## src/rtl/fetch_controller.sv

```systemverilog
// Purpose : instruction fetch controller; PC drives a combinational imem, fetched
//           words are queued in a small buffer and presented to decode.
// Latency : a word fetched in cycle N reaches the buffer head in cycle N+1 (no bypass).
// Backpr. : fetch stalls (PC held) while the buffer is full and decode does not pop.
//
// Ports
//   clk, reset      single clock, synchronous active-high reset
//   imem_addr       word index presented to instruction memory (the PC register)
//   imem_instr      instruction word returned for imem_addr in the same cycle
//   redirect_valid  one-cycle branch/jump pulse; flushes the buffer
//   redirect_addr   target word index; out-of-range targets restart at 0
//   inst_valid      buffer head holds an instruction
//   inst_ready      decode takes the head this cycle
//   inst_data       instruction at the buffer head
//   inst_pc         word index the head instruction was fetched from
//   halted          controller is in HALT
//
// Build option: define FETCH_HALT_ON_ZERO_EN to stop fetching on an all-zero
// instruction word (enters HALT). Without it, zero words are ordinary
// instructions and halted is tied low.
//
// FIFO_DEPTH must be a power of two >= 2: the pointers wrap naturally.

module fetch_controller #(
  parameter int IMEM_DEPTH = 1280,
  parameter int FIFO_DEPTH = 2
) (
  input  logic        clk,
  input  logic        reset,
  output logic [31:0] imem_addr,
  input  logic [31:0] imem_instr,
  input  logic        redirect_valid,
  input  logic [31:0] redirect_addr,
  output logic        inst_valid,
  input  logic        inst_ready,
  output logic [31:0] inst_data,
  output logic [31:0] inst_pc,
  output logic        halted
);

  localparam int PTR_W = (FIFO_DEPTH > 1) ? $clog2(FIFO_DEPTH) : 1;
  localparam int CNT_W = $clog2(FIFO_DEPTH + 1);

  localparam logic [PTR_W-1:0] PTR_ONE  = PTR_W'(1);
  localparam logic [CNT_W-1:0] CNT_ONE  = CNT_W'(1);
  localparam logic [CNT_W-1:0] CNT_FULL = CNT_W'(FIFO_DEPTH);
  localparam logic [31:0]      PC_LAST  = 32'(IMEM_DEPTH - 1);
  localparam logic [31:0]      PC_LIMIT = 32'(IMEM_DEPTH);

  localparam logic [0:0] ST_RUN  = 1'b0;
  localparam logic [0:0] ST_HALT = 1'b1;

  typedef struct packed {
    logic [31:0] instr;
    logic [31:0] pc;
  } fetch_entry_t;

  // --------------------------------------------------------------------------
  // State
  // --------------------------------------------------------------------------
  logic [31:0]      pc;
  logic [0:0]       state;
  logic [CNT_W-1:0] count;
  logic [PTR_W-1:0] rd_ptr;
  logic [PTR_W-1:0] wr_ptr;
  fetch_entry_t     entries [FIFO_DEPTH];

  // --------------------------------------------------------------------------
  // Control
  // --------------------------------------------------------------------------
  logic full;
  logic pop;
  logic push;
  logic running;
  logic zero_word;
  logic halt_now;
  logic [31:0] pc_inc;
  logic [31:0] redirect_target;

  assign full       = (count == CNT_FULL);
  assign inst_valid = (count != '0);
  // Pops come only from the registered head; a word fetched this cycle can
  // never be handed to decode in the same cycle.
  assign pop        = inst_valid && inst_ready;
  assign running    = (state != ST_HALT);

`ifdef FETCH_HALT_ON_ZERO_EN
  assign zero_word  = (imem_instr == 32'h0);
`else
  assign zero_word  = 1'b0;
`endif

  // A full buffer still accepts a push when the head leaves in the same cycle,
  // so a continuously ready consumer sees one instruction per cycle.
  assign push     = running && !redirect_valid && !zero_word && (!full || pop);
  // A zero word halts regardless of buffer space; PC stays on it so a later
  // redirect is the only way out.
  assign halt_now = running && !redirect_valid && zero_word;

  assign pc_inc          = (pc == PC_LAST) ? 32'h0 : (pc + 32'd1);
  assign redirect_target = (redirect_addr >= PC_LIMIT) ? 32'h0 : redirect_addr;

  // --------------------------------------------------------------------------
  // Sequential update
  // --------------------------------------------------------------------------
  always_ff @(posedge clk) begin
    if (reset) begin
      pc     <= 32'h0;
      state  <= ST_RUN;
      count  <= '0;
      rd_ptr <= '0;
      wr_ptr <= '0;
      // Storage is cleared so the head reads as zero straight out of reset.
      for (int i = 0; i < FIFO_DEPTH; i++) begin
        entries[i] <= '0;
      end
    end else if (redirect_valid) begin
      // Flush by collapsing the write pointer onto the read pointer; the head
      // slot keeps its old contents, which the consumer ignores while empty.
      pc     <= redirect_target;
      state  <= ST_RUN;
      count  <= '0;
      wr_ptr <= rd_ptr;
    end else begin
      if (push) begin
        entries[wr_ptr] <= '{instr: imem_instr, pc: pc};
        wr_ptr          <= wr_ptr + PTR_ONE;
        pc              <= pc_inc;
      end
      if (pop) begin
        rd_ptr <= rd_ptr + PTR_ONE;
      end
      case ({push, pop})
        2'b10:   count <= count + CNT_ONE;
        2'b01:   count <= count - CNT_ONE;
        default: count <= count;
      endcase
      if (halt_now) begin
        state <= ST_HALT;
      end
    end
  end

  // --------------------------------------------------------------------------
  // Outputs
  // --------------------------------------------------------------------------
  assign imem_addr = pc;
  assign inst_data = entries[rd_ptr].instr;
  assign inst_pc   = entries[rd_ptr].pc;

`ifdef FETCH_HALT_ON_ZERO_EN
  assign halted = (state == ST_HALT);
`else
  assign halted = 1'b0;
`endif

endmodule

```

## config.mk

```make
export PLATFORM = sky130hd
export DESIGN_NAME = fetch_controller
export DESIGN_NICKNAME = d
export VERILOG_FILES = /design/src/rtl/fetch_controller.sv
export SDC_FILE = /design/constraint.sdc
export NUM_CORES = 1
export LEC_CHECK = 0
export CORE_ASPECT_RATIO = 0.9
export CORE_MARGIN = 5
export CORE_UTILIZATION = 45
export DETAILED_ROUTE_END_ITERATION = 8
export GPL_ROUTABILITY_DRIVEN = 0
export PLACE_DENSITY_LB_ADDON = 0.25
export SLEW_MARGIN = 20
export SYNTH_ARGS = -nofsm -noshare
export SYNTH_HDL_FRONTEND = slang
export SYNTH_SLANG_ARGS = --single-unit
```

## constraint.sdc

```tcl
create_clock -name clk -period 13 [get_ports clk]
set_input_delay 1.3 -clock clk [delete_from_list [all_inputs] [get_ports clk]]
set_output_delay 1.3 -clock clk [all_outputs]
set_load 0.05 [all_outputs]
```

## After elaboration in Yosys (flattened, before gate mapping)

Memory sizes are Yosys's and may differ from the RTL's. A register that Yosys moved wholly into a read port is not among the register bits.
Index checks and enable logic that the tools add are counted.
W data, S select, Z words.

- Memories kept: 1
- Register bits after elaboration: 36
- Input bits: 68
- Output and inout bits: 98
- Logic and storage cells: 45
- Bits in writable memories: 128

- $add $sub $neg: 5
- $lt $le $gt $ge: 1
- Bitwise logic cells: 1
- Reduce and logical (&&, ||, !) cells: 11
- Eq/ne operators: 4
- Multiplexer cells: 18

Memories:

| memory | words | width | read ports | clocked after Yosys merged registers in | write ports | RTL line | text |
|---|---|---|---|---|---|---|---|
| entries | 2 | 64 | 1 | 1 | 2 | 66 | `fetch_entry_t entries [FIFO_DEPTH];` |

Operators with widths:

| cell | count |
|---|---|
| $mux W32 | 4 |
| $mux W64 | 1 |
| $reduce_or A64 Y1 | 1 |
| $add A32 B1 Y32 const B | 1 |
| $eq A32 B11 Y1 const B | 1 |
| $ge A32 B11 Y1 const B | 1 |
| $mux W1 | 12 |
| $reduce_bool A2 Y1 | 3 |
| $eq A2 B2 Y1 const B | 2 |
| $pmux W2 S2 | 1 |
| $add A1 B1 Y1 const B | 2 |
| $add A2 B1 Y2 const B | 1 |
| $eq A2 B1 Y1 const B | 1 |
| $logic_and A1 B1 Y1 | 2 |
| $logic_not A1 Y1 | 2 |
| $reduce_and A2 Y1 | 1 |
| $reduce_or A2 Y1 | 1 |
| $sub A2 B1 Y2 const B | 1 |
| $logic_or A1 B1 Y1 | 1 |
| $not A1 Y1 | 1 |

## Logic depth before layout (Yosys ltp)

- Word-level depth: 10
- Gate-level depth with buffers: 9
- Depth with buffers taken out: 7

## Least setup slack after synthesis

Ideal clock, no wire load.

- Kind: input port to flip-flop
- Start point: input port redirect_valid
- End point: memory entries[0][0] in the netlist's numbering (enable)
- Required time: 12.426 ns
- Setup slack: 5.989 ns
- Buffers on the path: 1
- Stages: 4
- Arrival time: 6.437 ns
- Setup time: 0.574 ns
- Path through: buf_2 -> nor2_1 -> inv_1 -> o21ai_0

RTL lines:

| element | RTL line | text |
|---|---|---|
| start, declared | 32 | `input logic redirect_valid,` |
| end, declared | 66 |  |

==> impl_metrics.json <==
{
  "status": "finished, final reports clean",
  "powerDensity_nw_per_um2": 124,
  "p_sw_uw": 309,
  "dp_slack_ns": 8.34,
  "rsz0062_at_grt": "no",
  "slowest_delay_ns": 0.72,
  "finalPower_mw": 1.25,
  "cts_buffer_depth": 2,
  "clkTransAtPathRegs_ns": 0.06,
  "finalMaxSlewViolations": 0,
  "grt_overflow_total": 0,
  "critPathRequiredTime_ns": 13.04,
  "syn_avg_cell_area_sq_um": 12.3,
  "power_frac_comb": 0.141,
  "cts_hold_buf": 0,
  "r2r_cells": 6,
  "max_freq_mhz": 234,
  "drive_above_1_share": 0.147,
  "fin_skew_ns": 0.00884,
  "fin_nets": 839,
  "cts_tree": "done",
  "r2r-start": "count[0]",
  "cpLargestDelayFamily": "buffers and inverters",
  "synthesis.area_sq_um": 7720,
  "ios": 166,
  "critPathKind": "primary input to flop",
  "viasPerCell": 5.68,
  "finalInstanceArea_sq_um": 10000,
  "cts_sinks": 165,
  "tightest_slew_ns": 0.930,
  "clockPowerShare": 0.378,
  "period_needed_ns": 4.28,
  "synth_edf_count": 128,
  "path_buf_inv": 3,
  "cts_buffers": 17,
  "rows": 45,
  "drcViolationCount": 0,
  "firstDrtPassIters": 6,
  "synth_nets": 699,
  "seqPwrFrac": 0.481,
  "detail_route.wl_per_cell_um": 18.8,
  "critPathLaunchType": "primary input",
  "layout_commonest_cell": "clkdlybuf4s50_1",
  "insertion_delay_ns": 0.42,
  "drt_wl_total_um": 18700,
  "port_buffers": 164,
  "grt_pass1_vias": 5541,
  "place_hpwl_um": 12000,
  "p_leak_nw": 3.80,
  "grt_pass1_wl_um": 29400,
  "antenna_found_initial": 0,
  "irDropWorstVdd_mv": 0.103,
  "final_cell_mix": "164 x clkdlybuf4s50_1, 128 x edfxtp_1, 70 x and3_1",
  "synthFlopType": "edfxtp_1",
  "ant_nets": 0,
  "die_h_um": 134,
  "rr_endpoint": "entries[1][53]",
  "hold_viol_final": 0,
  "p_sw_frac": 0.248,
  "crit_top_cell": "buf_4",
  "ys_ff_latch": 165,
  "placed_area_sq_um": 9500,
  "end_kind": "flop",
  "ys_types": 50,
  "grtUsageTotal": 0.187,
  "dr_total_vias": 5641,
  "post_cts_resized": 0,
  "crit_end": "entries[1][53]",
  "drtIter0Drc": 384,
  "grt_max_degree": 97,
  "synthArstFlopShare": 0,
  "worstPathArrival_ns": 4.32,
  "slowest_stage": "clkdlybuf4s50_1",
  "htree_levels": 4,
  "die-area_sq_um": 19900,
  "rrSetupSlack_ns": 10.23,
  "hp-class": "flop to flop",
  "p_int_uw": 937,
  "cp_max_fo": 96,
  "slew-limit-headroom": 0.375,
  "setup_violations": 0,
  "antenna_cells": 0,
  "yosysSeqAreaShare": 0.594,
  "crit_start": "reset",
  "root_buffer": "clkbuf_16",
  "area_growth_pct": 30.1,
  "cp.depth": 7,
  "setup_slack_ns": 8.72,
  "core-area_sq_um": 16900,
  "netlist_instances": 629,
  "cap_violations": 0,
  "path_cells": "clkdlybuf4s50_1, or2_2, nor2_4, buf_4, nand2_1, nand2_2, buf_4",
  "postCtsSetupBuffers": 0,
  "start_util": 0.457,
  "yosysWarnings": 0,
  "finalCritPeriodShare": 0.329,
  "tns_ns": 0,
  "die_width_um": 148
}
metal layers:
metal	track usage	routed length, um	vias to the layer above
met1	0.258	8430	2751
li1	-	-	2651
met5	0	0	-
met3	0.0514	1420	16
met4	0.0395	138	0
met2	0.299	8730	223
cell usage after synthesis (all sizes together), types with 6 or more instances:
| master | number | area, sq um |
|---|---|---|
| a21oi | 16 | 83.8 |
| a22oi | 6 | 58.8 |
| a31oi | 26 | 163 |
| and2 | 67 | 419 |
| and3 | 70 | 438 |
| buf | 17 | 108 |
| clkbuf | 33 | 125 |
| dfxtp | 37 | 741 |
| edfxtp | 128 | 3840 |
| mux2 | 64 | 721 |
| nand2 | 21 | 78.8 |
| nand3 | 17 | 85.1 |
| nand3b | 9 | 67.6 |
| nand4 | 15 | 100 |
| nor2 | 18 | 67.6 |
| nor3 | 12 | 60.1 |
| nor4 | 15 | 106 |
| o21ai | 7 | 35.0 |
sequential cells by signal, indices dropped and copies added (netlist names), named ones only:
register / flops
rd_ptr: 1
count: 2
entries: 128
wr_ptr: 1
imem_addr: 32
logic make-up after synthesis:
family,after synthesis,synth area share
AND/OR/NAND/NOR,267,0.209
flip-flops,165,0.594
AO/OA/AOI/OAI,66,0.0566
multiplexers,66,0.0959
buffers and inverters,54,0.0321
XOR/XNOR,8,0.00908
adder cells (fa/ha/maj),2,0.00324
other,1,0.000486
final cells by class:
| cell class | instances | area, sq um |
|---|---|---|
| fill | 1365 | 6850 |
| sequential | 165 | 4590 |
| multi-input combinational | 410 | 2920 |
| timing repair buffer | 171 | 1710 |
| clock buffer | 19 | 433 |
| tap | 211 | 264 |
| clock inverter | 13 | 115 |
| inverter | 4 | 15.0 |
worst min path at each step:
stage	cells past startpoint	to	from	slack (ns)
detailed placement	2	count[1]	count[1]	0.52
global placement	2	count[1]	count[1]	0.49
CTS	2	count[1]	count[1]	0.53
floorplan	2	count[1]	count[1]	0.47
global route	2	count[1]	count[1]	0.58
finish	2	count[1]	count[1]	0.53
metrics by stage:
step                utilization  hold WS [ns]  std cells
finish                    0.595         0.533        993
global placement          0.561         0.493        960
floorplan                     -         0.469        629
detailed placement        0.562         0.521        961
CTS                       0.595         0.533        993
global route              0.595         0.583        993
worst min-delay path, delay by kind of cell, from the launching register on:
family             cells  cell delay (ns)
AOI/OAI and AO/OA      2             0.15
DFF                    1             0.33
power groups by stage:
stage | Sequential [mW] | Combinational, mW | Clock, mW
2_1_floorplan | 0.612 | 0.108 | 0
3_3_place_gp | 0.609 | 0.174 | 0
3_5_place_dp | 0.611 | 0.177 | 0
4_1_cts | 0.600 | 0.178 | 0.479
5_1_grt | 0.602 | 0.185 | 0.500
6_report | 0.599 | 0.176 | 0.471
(Power assumes the default switching activity.)
